===== src/rtl/tmds_pkg.sv =====
// tmds_pkg: TMDS control tokens shared by the encoder and decoder, plus the word-alignment state type
package tmds_pkg;
  localparam logic [9:0] TOKEN_00 = 10'b1101010100;
  localparam logic [9:0] TOKEN_01 = 10'b0010101011;
  localparam logic [9:0] TOKEN_10 = 10'b0101010100;
  localparam logic [9:0] TOKEN_11 = 10'b1010101011;
  typedef enum logic [1:0] {ST_SEARCH, ST_SLIP_WAIT, ST_LOCKED} align_state_e;
endpackage


===== src/rtl/tmds_word_decode.sv =====
// tmds_word_decode: combinational map of one 10-bit TMDS character to token flag, control value and data byte
module tmds_word_decode
  import tmds_pkg::*;
(
  input  logic [9:0] word,
  output logic       is_token,
  output logic [1:0] ctrl,
  output logic [7:0] data
);
  logic [7:0] q;
  logic [6:0] x;
  assign q = word[9] ? ~word[7:0] : word[7:0];
  assign x = q[7:1] ^ q[6:0];
  assign data = {word[8] ? x : ~x, q[0]};
  assign is_token = word inside {TOKEN_00, TOKEN_01, TOKEN_10, TOKEN_11};
  assign ctrl = word == TOKEN_01 ? 2'b01 : word == TOKEN_10 ? 2'b10 : word == TOKEN_11 ? 2'b11 : 2'b00;
endmodule


===== src/rtl/tmds_decoder.sv =====
// tmds_decoder: two-stage TMDS character decoder with control-token word alignment and bitslip requests
module tmds_decoder
  import tmds_pkg::*;
#(
  parameter int TOKEN_RUN     = 8,
  parameter int SEARCH_CYCLES = 2048,
  parameter int SLIP_WAIT     = 16,
  parameter int LOSS_CYCLES   = 4096
) (
  input  logic       clk_pixel_in,
  input  logic       rst_in,
  input  logic [9:0] tmds_in,
  output logic [7:0] data_out,
  output logic [1:0] control_out,
  output logic       ve_out,
  output logic       aligned_out,
  output logic       bitslip_out
);
  localparam int MAX_AB = TOKEN_RUN > SEARCH_CYCLES ? TOKEN_RUN : SEARCH_CYCLES;
  localparam int MAX_CD = SLIP_WAIT > LOSS_CYCLES ? SLIP_WAIT : LOSS_CYCLES;
  localparam int CW = $clog2(MAX_AB > MAX_CD ? MAX_AB : MAX_CD) + 1;
  localparam logic [CW-1:0] RUN_LAST    = CW'(TOKEN_RUN - 1);
  localparam logic [CW-1:0] SEARCH_LAST = CW'(SEARCH_CYCLES - 1);
  localparam logic [CW-1:0] WAIT_LAST   = CW'(SLIP_WAIT - 1);
  localparam logic [CW-1:0] LOSS_LAST   = CW'(LOSS_CYCLES - 1);
  localparam logic [CW-1:0] CNT_MAX     = '1;

  function automatic logic [CW-1:0] inc(input logic [CW-1:0] v);
    return v == CNT_MAX ? v : v + 1'b1;
  endfunction

  logic          tok, s1_tok, slip_n;
  logic [1:0]    tok_ctrl, s1_ctrl;
  logic [7:0]    tok_data, s1_data;
  logic [CW-1:0] run, run_n, cyc, cyc_n, wt, wt_n, loss, loss_n;
  align_state_e  state, state_n;

  tmds_word_decode u_decode (
    .word     (tmds_in),
    .is_token (tok),
    .ctrl     (tok_ctrl),
    .data     (tok_data)
  );

  // Counters not owned by the current state fall back to zero, so every entry starts clean.
  always_comb begin
    state_n = state;
    run_n = '0;
    cyc_n = '0;
    wt_n = '0;
    loss_n = '0;
    slip_n = 1'b0;
    case (state)
      ST_SEARCH:
        if (s1_tok && run == RUN_LAST) state_n = ST_LOCKED;
        else if (cyc == SEARCH_LAST) begin
          state_n = ST_SLIP_WAIT;
          slip_n = 1'b1;
        end else begin
          run_n = s1_tok ? inc(run) : '0;
          cyc_n = inc(cyc);
        end
      ST_SLIP_WAIT:
        if (wt == WAIT_LAST) state_n = ST_SEARCH;
        else wt_n = inc(wt);
      ST_LOCKED:
        if (!s1_tok && loss == LOSS_LAST) state_n = ST_SEARCH;
        else loss_n = s1_tok ? '0 : inc(loss);
      default: state_n = ST_SEARCH;
    endcase
  end

  always_ff @(posedge clk_pixel_in or negedge rst_in) begin
    if (!rst_in) begin
      s1_tok <= 1'b0;
      s1_ctrl <= '0;
      s1_data <= '0;
      data_out <= '0;
      control_out <= '0;
      ve_out <= 1'b0;
      bitslip_out <= 1'b0;
      state <= ST_SEARCH;
      run <= '0;
      cyc <= '0;
      wt <= '0;
      loss <= '0;
    end else begin
      s1_tok <= tok;
      s1_ctrl <= tok_ctrl;
      s1_data <= tok_data;
      data_out <= s1_tok ? '0 : s1_data;
      control_out <= s1_tok ? s1_ctrl : control_out;
      ve_out <= !s1_tok;
      bitslip_out <= slip_n;
      state <= state_n;
      run <= run_n;
      cyc <= cyc_n;
      wt <= wt_n;
      loss <= loss_n;
    end
  end

  assign aligned_out = state == ST_LOCKED;
endmodule

===== config.mk =====
export PLATFORM = sky130hd
export DESIGN_NAME = tmds_decoder
export DESIGN_NICKNAME = d
export VERILOG_FILES = /design/src/rtl/tmds_pkg.sv /design/src/rtl/tmds_word_decode.sv /design/src/rtl/tmds_decoder.sv
export SDC_FILE = /design/constraint.sdc
export NUM_CORES = 1
export LEC_CHECK = 0
export ABC_CLOCK_PERIOD_IN_PS = 2380
export CORE_MARGIN = 2
export CORE_UTILIZATION = 55
export CTS_CLUSTER_DIAMETER = 80
export DETAILED_ROUTE_END_ITERATION = 8
export PLACE_DENSITY = 0.83
export SYNTH_ARGS = -nofsm -noshare
export SYNTH_HDL_FRONTEND = slang
export SYNTH_SLANG_ARGS = --single-unit

===== constraint.sdc =====
create_clock -name clk_pixel_in -period 2.38 [get_ports clk_pixel_in]
set_clock_uncertainty 0.05 [all_clocks]
set_input_delay 0.357 -clock clk_pixel_in [delete_from_list [all_inputs] [get_ports clk_pixel_in]]
set_output_delay 0.357 -clock clk_pixel_in [all_outputs]
set_load 0.02 [all_outputs]

==> out/qor.yml, run 1 <==
status: "finished clean"
wirelength_um: 7130
yosys.area.top_type: "dfrtp_1"
ys_top_cells_by_count: "dfrtp_1, nor2_1, a21oi_1"
p_leak_uw: 0.00174
syn-cell-area_mm2: 0.00369
drv_cap: 0
diodes: 0
fp.dieW_um: 86.0
hold_viol: 0
period_needed_ns: 2.15
utilization_pct: 66.0
setup-tns-final_ns: 0
ys_ff_latch: 77
ys_warn_count: 0
port_buffers: 24
setup_viol: 0
cts_buffer_depth: 2
die-area_mm2: 0.00739
ant_nets: 0
grt_start_max_net_pins: 45
final_area_mm2: 0.00424
root_buffer: "clkbuf_8"
grt_pass1_vias: 2802
crit_chain: "ha_1 > nor4bb_1 > a41o_1 > nand2b_1 > nor3_1"
slew_headroom_pct: 59.7
vias_per_cell: 6.06
power_uw: 2730
worst-slew-pin-transition_ns: 0.599
cts.clk_slew.worst_paths_ns: 0.09
cp_data_required_time_ns: 2.56
synth-edff-count: 0
overflow: 0
hpwlAfterDp_um: 4840
slew_violations: 0
ys_types: 53
nets: 404
antenna_found_initial: 0
synthCells: 361
dr.pass1.iters: 4
io_pins: 25
slowest_stage: "nor4bb_1"
end_kind: "register"
placed_area_mm2: 0.00399
fin_ws_ns: 0.227
worstHoldPathType: "register to register"
drc: 0
criticalPathCategory: "register to register"
drive_gt1_share_pct: 6.62
cp_slowest_stage_delay_ns: 0.46
peakVddDrop_mv: 0.431
synthFlopType: "dfrtp_1"
grt_pass1_wl_um: 12600
drtIter0Drc: 181
yosysTopAreaCellShare_pct: 52.2
synth_area_leaders: "dfrtp_1, nor2_1, a21oi_1"
cp_num_buf_inv: 0
grt_usage_pct: 21.6
gp_congestion: 0.885
crit_path_max_fanout: 10
fp.dieH_um: 86.0
syn_avg_cell_area_um2: 10.2
dp_worst_setup_slack_ns: 0.232
core_mm2: 0.00642
wl_per_cell_um: 15.2
vias: 2846
synth_nets: 377
critPathTopFamily: "simple AND/OR/NAND/NOR gates"
htreeDepth: 3
num_rows: 29
p_per_area_mw_per_mm2: 645
cts_tree: "built"
cp-start-kind: "register"
postCtsResizedCells: 0
period_share_pct: 90.5
worstPathArrival_ns: 2.33
max_freq_mhz: 465
clk_latency_ns: 0.36
cts.sinks: 77
rsz0062_at_grt: "false"
hold_buffers: 1
start_util_pct: 57.5
post-cts-setup-buffers: 0
yosysSeqAreaShare_pct: 52.2
cts_buffers: 9
area.growth.synth_to_final_pct: 14.8
synth_most_common_cell: "dfrtp_1"
async_flop_share_pct: 100
## routing by layer
layer,up-vias,track usage (%),share of wire (%)
li1,1396,-,-
met1,1370,27.5,45
met2,67,35.7,49
met3,13,5.29,3.6
met4,0,7.94,1.8
met5,-,0,0
## per-stage QoR
stage / hold slack (ns) / cells
after floorplan: 0.0114 / 361
after global placement: 0.277 / 453
after detailed placement: 0.285 / 453
after CTS: 0.419 / 470
after global routing: 0.449 / 470
final: 0.414 / 470
## area by class of cell
cell class	instances	area, um^2
Clock buffer	9	124
Clock inverter	7	120
Fill cell	473	2180
Inverter	8	30.0
Multi-Input combinational cell	266	1680
Sequential cell	77	1930
Tap cell	77	96.3
Timing Repair Buffer	26	268
## cells by family (layout without fill, tap and decap cells)
| family | count (synthesis) | count (layout) | share of synthesized area [%] |
|---|---|---|---|
| adders and majority gates | 4 | 4 | 1.35 |
| xor gates and xnor gates | 22 | 22 | 5.22 |
| AOI/OAI and AO/OA | 72 | 72 | 12.7 |
| DFF | 77 | 77 | 52.2 |
| buffers and inverters | 18 | 50 | 2.51 |
| and+or+nand+nor | 159 | 159 | 23.5 |
| muxes | 9 | 9 | 2.51 |
## placed cells by master, fill, tap and decap left out, types with 5 or more instances in the layout
master and instances:
a211oi_1 5, a21oi_1 23, a31oi_1 8, and3_1 7, clkbuf_8 9, clkdlybuf4s50_1 23
dfrtp_1 77, inv_1 8, mux2i_1 7, nand2_1 21, nand3_1 15, nand4_1 13
nor2_1 40, nor2b_1 9, nor3_1 9, nor4_1 8, o21ai_0 9, o31ai_1 7
or3_1 11, or4_1 5, xnor2_1 13, xor2_1 9
## state kept, by name, indices dropped and copies added (netlist names), 2 cells and up
register / count
data_out: 8
control_out: 2
s1_ctrl: 2
wt: 13
loss: 13
s1_data: 8
run: 13
state: 2
cyc: 13
## final timing paths
kind / from / to / slack, ns / cells after the start
hold reg to reg: s1_data[2] / data_out[2] / 0.41 / 1
min in group asynchronous: rst_in / loss[3] / 0.43 / 2
setup / recovery: run[0] / cyc[2] / 0.23 / 5
max in group asynchronous: rst_in / s1_data[7] / 1.28 / 3
hold / removal: s1_data[2] / data_out[2] / 0.41 / 1
setup reg to reg: run[0] / cyc[2] / 0.23 / 5
## power by group
part	internal [uW]	switching (uW)	leakage, uW
registers	1350	10.2	0.00102
logic	79.7	86.9	0.000596
clock network	702	510	0.000120
Power figures use the tool's default switching activity.
==> run 2, diff against run 1 <==
- ABC_CLOCK_PERIOD_IN_PS: 2380 -> 2700
- clock period: 2.38 -> 2.7 ns (I/O delays scaled with it)
==> run 2 against run 1 <==
Flip-flop and latch count unchanged. Critical path depth unchanged. Sequential share of layout area increased by 1.0 points. Clock-buffer cell count unchanged. Non-clock buffer count decreased by 2. Die area unchanged. Wire length decreased by 4.1%. Clock power decreased by 34%. Fmax increased by 1.2%.
==> out/qor.yml, run 2 (synthesized netlist as in run 1, its figures left out) <==
core_mm2: 0.00642  # unchanged
seq_power_share_pct: 56.1  # +6.5 points
critPathTopFamily: "simple AND/OR/NAND/NOR gates"
peakVddDrop_mv: 0.329  # -24%
crit_path_max_fanout: 10  # unchanged
cp_num_buf_inv: 0  # unchanged
clk_latency_ns: 0.35  # about the same
cts_buffer_depth: 2  # unchanged
wl_per_cell_um: 14.6  # -3.7%
vias: 2860  # +0.49%
fp.dieH_um: 86.0  # unchanged
num_rows: 29  # unchanged
port_buffers: 24  # unchanged
cp_data_required_time_ns: 2.87  # +0.31 ns
cts.clk_slew.worst_paths_ns: 0.09  # about the same
post-cts-setup-buffers: 0  # unchanged
slowest_stage: "nor4bb_1"
grt_usage_pct: 20.0  # -1.6 points
p_switching_uw: 532  # -12%
vias_per_cell: 6.11  # +0.92%
internal_power_uw: 1600  # -25%
drv_cap: 0  # unchanged
ant_nets: 0  # unchanged
drt-met1-wl_um: 3200  # -0.62%
p_clk_share_pct: 37.4  # -6.9 points
grt_start_max_net_pins: 78  # +73%
drive_gt1_share_pct: 6.39  # -0.22 points
worst-slew-pin-transition_ns: 0.941  # +0.341 ns
start_util_pct: 57.5  # unchanged
multi_input_area_mm2: 0.00168  # unchanged
criticalPathCategory: "register to register"
swShare_pct: 25.0  # +2.8 points
cts_buffers: 9  # unchanged
regArea_mm2: 0.00193  # unchanged
cts_tree: "built"
slew_violations: 0  # unchanged
area.growth.synth_to_final_pct: 12.3
cp_slowest_stage_delay_ns: 0.49  # +0.03 ns
fin_ws_ns: 0.573  # +0.345 ns
cts.sinks: 77  # unchanged
hold_buffers: 0  # -1
period_share_pct: 78.8  # -12 points
grt_pass1_wl_um: 11800  # -6.7%
dp_worst_setup_slack_ns: 0.561  # +0.329 ns
die-area_mm2: 0.00739  # unchanged
antenna_found_initial: 0  # unchanged
p_per_area_mw_per_mm2: 514  # -20%
hold_viol: 0  # unchanged
setup-tns-final_ns: 0  # unchanged
worstPathArrival_ns: 2.30  # -0.03 ns
nets: 402  # -0.50%
fillers: 514  # +8.7%
wirelength_um: 6840  # -4.1%
setup_viol: 0  # unchanged
grt_pass1_vias: 2646  # -5.6%
crit_chain: "ha_1 > nor4bb_1 > a41o_1 > nand2b_1 > nor3_1"
fp.dieW_um: 86.0  # unchanged
io_pins: 25  # unchanged
layout_common_cells: "dfrtp_1, nor2_1, a21oi_1, clkdlybuf4s50_1, nand2_1"
cp-start-kind: "register"
top_layer: "met4"
diodes: 0  # unchanged
rsz0062_at_grt: "false"
root_buffer: "clkbuf_8"
drtIter0Drc: 181  # unchanged
end_kind: "register"
p_leak_uw: 0.00169  # -2.4%
drc: 0  # unchanged
gp_congestion: 0.880  # -0.50%
final_common_cell: "dfrtp_1"
dr_wl_met3_um: 235  # -8.9%
met2_length_um: 3310  # -6.1%
status: "finished clean"
dr.pass1.iters: 4  # unchanged
comb_power_share_pct: 6.6  # +0.5 points
worstHoldPathType: "primary input to asynchronous set/reset pin"
hold_slack_ns: 0.126  # -0.289 ns
max_freq_mhz: 470  # +1.2%
hpwlAfterDp_um: 4700  # -2.9%
period_needed_ns: 2.13  # -0.0254 ns
htreeDepth: 3  # unchanged
overflow: 0  # unchanged
slew_headroom_pct: 37.3  # -22 points
postCtsResizedCells: 0  # unchanged
run 2: worst reg2reg max path, stage by stage, from the launching register on:
cell and delay, ns:
dfrtp_1 0.41, ha_1 0.25, nor4bb_1 0.49, a41o_1 0.35, nand2b_1 0.35, nor3_1 0.11
run 2: path summary, 6_finish.rpt:
check / startpoint / to / slack (ns) / cells after the start
max reg2reg: run[0] / cyc[2] / 0.57 / 5
max in group asynchronous: rst_in / s1_ctrl[0] / 1.85 / 1
min in group clk_pixel_in: s1_data[2] / data_out[2] / 0.42 / 1
min reg2reg: s1_data[2] / data_out[2] / 0.42 / 1
min: rst_in / loss[3] / 0.13 / 1
max: run[0] / cyc[2] / 0.57 / 5
run 2: layer usage:
metal | vias up | GRT usage [%]
li1 | 1399 | -
met1 | 1385 | 26.4
met2 | 66 | 32.2
met3 | 10 | 4.33
met4 | 0 | 8.08
met5 | - | 0
run 2: power groups by stage:
stage	registers (uW)	logic [uW]	clock network [uW]
floorplan	1240	35.5	0
global placement	1220	141	0
detailed placement	1220	143	0
CTS	1200	143	819
global route	1200	154	865
finish	1190	140	797
run 2: area by class of cell:
class	instances	area share, %
well taps	77	2.32
inverters	8	0.724
repair buffers	24	5.73
flip-flops and latches	77	46.4
clock buffers	9	2.99
clock inverters	7	1.42
multi-input cells	266	40.4
run 2: stage by stage:
stage                     util (%)  std cells  cell area (um^2)  total power, uW
after floorplan                  -        361              3690             1280
after global placement        61.8        452              3970             1360
after detailed placement      61.8        452              3970             1360
after CTS                     64.6        468              4150             2160
after global routing          64.6        468              4150             2220
final                         64.6        468              4150             2130
==> run 3, diff against run 2 <==
- ABC_CLOCK_PERIOD_IN_PS: 2700 -> 1770
- CORE_UTILIZATION: 55 -> 53
- PLACE_DENSITY: 0.83 -> 0.84
- clock period: 2.7 -> 1.77 ns (I/O delays scaled with it)
==> run 3 against run 2 <==
The run now ends with setup timing left. Flip-flop and latch count unchanged. Critical endpoint is now run[9]. First-iteration DRC count rose by 36%. Register-to-register slack worse by 0.57 ns. Sequential power rose by 54%. Worst setup slack got worse by 0.57 ns. Critical path type unchanged. Wire length increased by 29%. Cell count increased by 10%. Clock-buffer cell count increased by 1. Via count grew 9.0%. Critical path depth increased by 2. Die area rose by 3.6%.
==> out/qor.yml, run 3 (synthesized netlist as in run 1, its figures left out) <==
slew_headroom_pct: 67.0  # +30 points
fillers: 471  # -8.4%
slew_violations: 0  # unchanged
hpwlAfterDp_um: 5530  # +18%
cp-start-kind: "register"
grt_start_max_net_pins: 30  # -62%
cts_tree: "built"
clk_latency_ns: 0.37  # +0.02 ns
setup-tns-final_ns: -0.000954  # -0.000954 ns
crit_top_cell: "buf_4"
drc: 0  # unchanged
overflow: 0  # unchanged
stdcell_count: 516  # +10%
antenna_found_initial: 0  # unchanged
die-area_mm2: 0.00766  # +3.6%
setup_viol: 1  # +1
cp_num_buf_inv: 2  # +2
met2_length_um: 4650  # +41%
grt_pass1_wl_um: 13600  # +15%
cts_buffers: 9  # unchanged
hold_slack_ns: 0.315  # +0.189 ns
dr_wl_met3_um: 404  # +72%
cts_buffer_depth: 2  # unchanged
failed_checks: "setup timing"
vias: 3118  # +9.0%
fp.dieW_um: 87.5  # +1.8%
io_pins: 25  # unchanged
nets: 447  # +11%
cp_slowest_stage_delay_ns: 0.50  # about the same
placed_area_mm2: 0.00424  # +6.8%
drv_cap: 0  # unchanged
cp-startpoint: "run[1]"
slowest_stage: "or4_1"
layout_common_cells: "dfrtp_1, buf_4, nor2_1"
htreeDepth: 3  # unchanged
p_per_area_mw_per_mm2: 735  # +43%
final_common_cell: "dfrtp_1"
top_layer: "met4"
core_mm2: 0.00676  # +5.2%
fin_ws_ns: -0.000954  # -0.574 ns
period_needed_ns: 1.77  # -0.356 ns
status: "complete, but fails checks"
wirelength_um: 8830  # +29%
cp_data_required_time_ns: 2.01  # -0.86 ns
drive_gt1_share_pct: 21.3  # +15 points
drtIter0Drc: 246  # +36%
root_buffer: "clkbuf_8"
start_util_pct: 54.7  # -2.8 points
worstHoldPathType: "primary input to asynchronous set/reset pin"
hold_viol: 0  # unchanged
fp.dieH_um: 87.5  # +1.8%
r2r_start: "run[1]"
grt_pass1_vias: 2997  # +13%
cts.clk_slew.worst_paths_ns: 0.08  # about the same
port_buffers: 24  # unchanged
worst-slew-pin-transition_ns: 0.491  # -0.450 ns
num_rows: 30  # +3.4%
criticalPathCategory: "register to register"
rsz0062_at_grt: "true"
crit_path_max_fanout: 4  # -6
dr.pass1.iters: 4  # unchanged
diodes: 0  # unchanged
crit_chain: "ha_4 > buf_4 > nand2_2 > nor4_1 > buf_4 > or4_1 > a21oi_1"
period_share_pct: 100  # +21 points
critPathTopFamily: "simple AND/OR/NAND/NOR gates"
worstPathArrival_ns: 2.01  # -0.29 ns
area.growth.synth_to_final_pct: 26.5
p_leak_uw: 0.00193  # +14%
drt-met1-wl_um: 3540  # +11%
reg2reg_slack_ns: -0.001  # -0.57 ns
vias_per_cell: 6.04  # -1.1%
peakVddDrop_mv: 0.450  # +37%
final_area_mm2: 0.00467  # +13%
power_uw: 3440  # +61%
wl_per_cell_um: 17.1  # +17%
place_inst: 488  # +8.0%
max_freq_mhz: 565  # +20%
end_kind: "register"
ant_nets: 0  # unchanged
gp_congestion: 0.879  # -0.14%
grt_usage_pct: 22.7  # +2.7 points
cts.sinks: 77  # unchanged
==> run 3: changes by cell type in the layout (fill, tap and decap cells not counted), sizes merged <==
cell           delta
clkinv            -4
dlygate4sd3       +1
clkbuf            +1
buf              +44
clkinvlp          +2
clkdlybuf4s50     -1
clkdlybuf4s15     +1
bufinv            +1
==> run 3: timing repair <==
action,CTS,global route
gates cloned,0,1
hold buffers,1,0
gates resized for setup,4,31
setup endpoints to repair,4,28
pin swaps,0,11
hold endpoints to repair,26,0
setup buffers,0,10
==> run 3: path summary, 6_finish.rpt <==
check / end / cells after the start
worst min-delay path: loss[3] / 2
min in group clk_pixel_in: data_out[0] / 1
worst max register to register: run[9] / 7
worst min register to register: data_out[0] / 1
max in group asynchronous: wt[2] / 3
worst max-delay path: run[9] / 7
==> run 3: per-stage QoR <==
step                util, %  setup WS, ns
detailed placement     62.7       -0.0193
global placement       62.7        0.0681
floorplan                 -       0.00335
finish                 69.2     -0.000954
CTS                    66.0      0.000241
global route           69.2       -0.0796
==> run 3: where the power goes <==
group / internal (uW) / switching (uW) / total [uW]
clock: 698 / 683 / 1380
combinational: 110 / 119 / 229
sequential: 1810 / 16.6 / 1830
==> run 3: final cells by class <==
type	count	area, um^2	area share, %
tap	80	100	2.14
clock inverter	6	70.1	1.50
multi-input combinational	266	1810	38.6
sequential	77	1930	41.3
clock buffer	10	138	2.94
inverter	8	30.0	0.642
timing repair buffer	69	602	12.9
==> run 3: routing by layer <==
metal | vias up | GRT usage [%]
met5 | - | 0
met4 | 0 | 7.97
met3 | 25 | 7.20
met2 | 84 | 38.4
met1 | 1519 | 27.3
li1 | 1490 | -
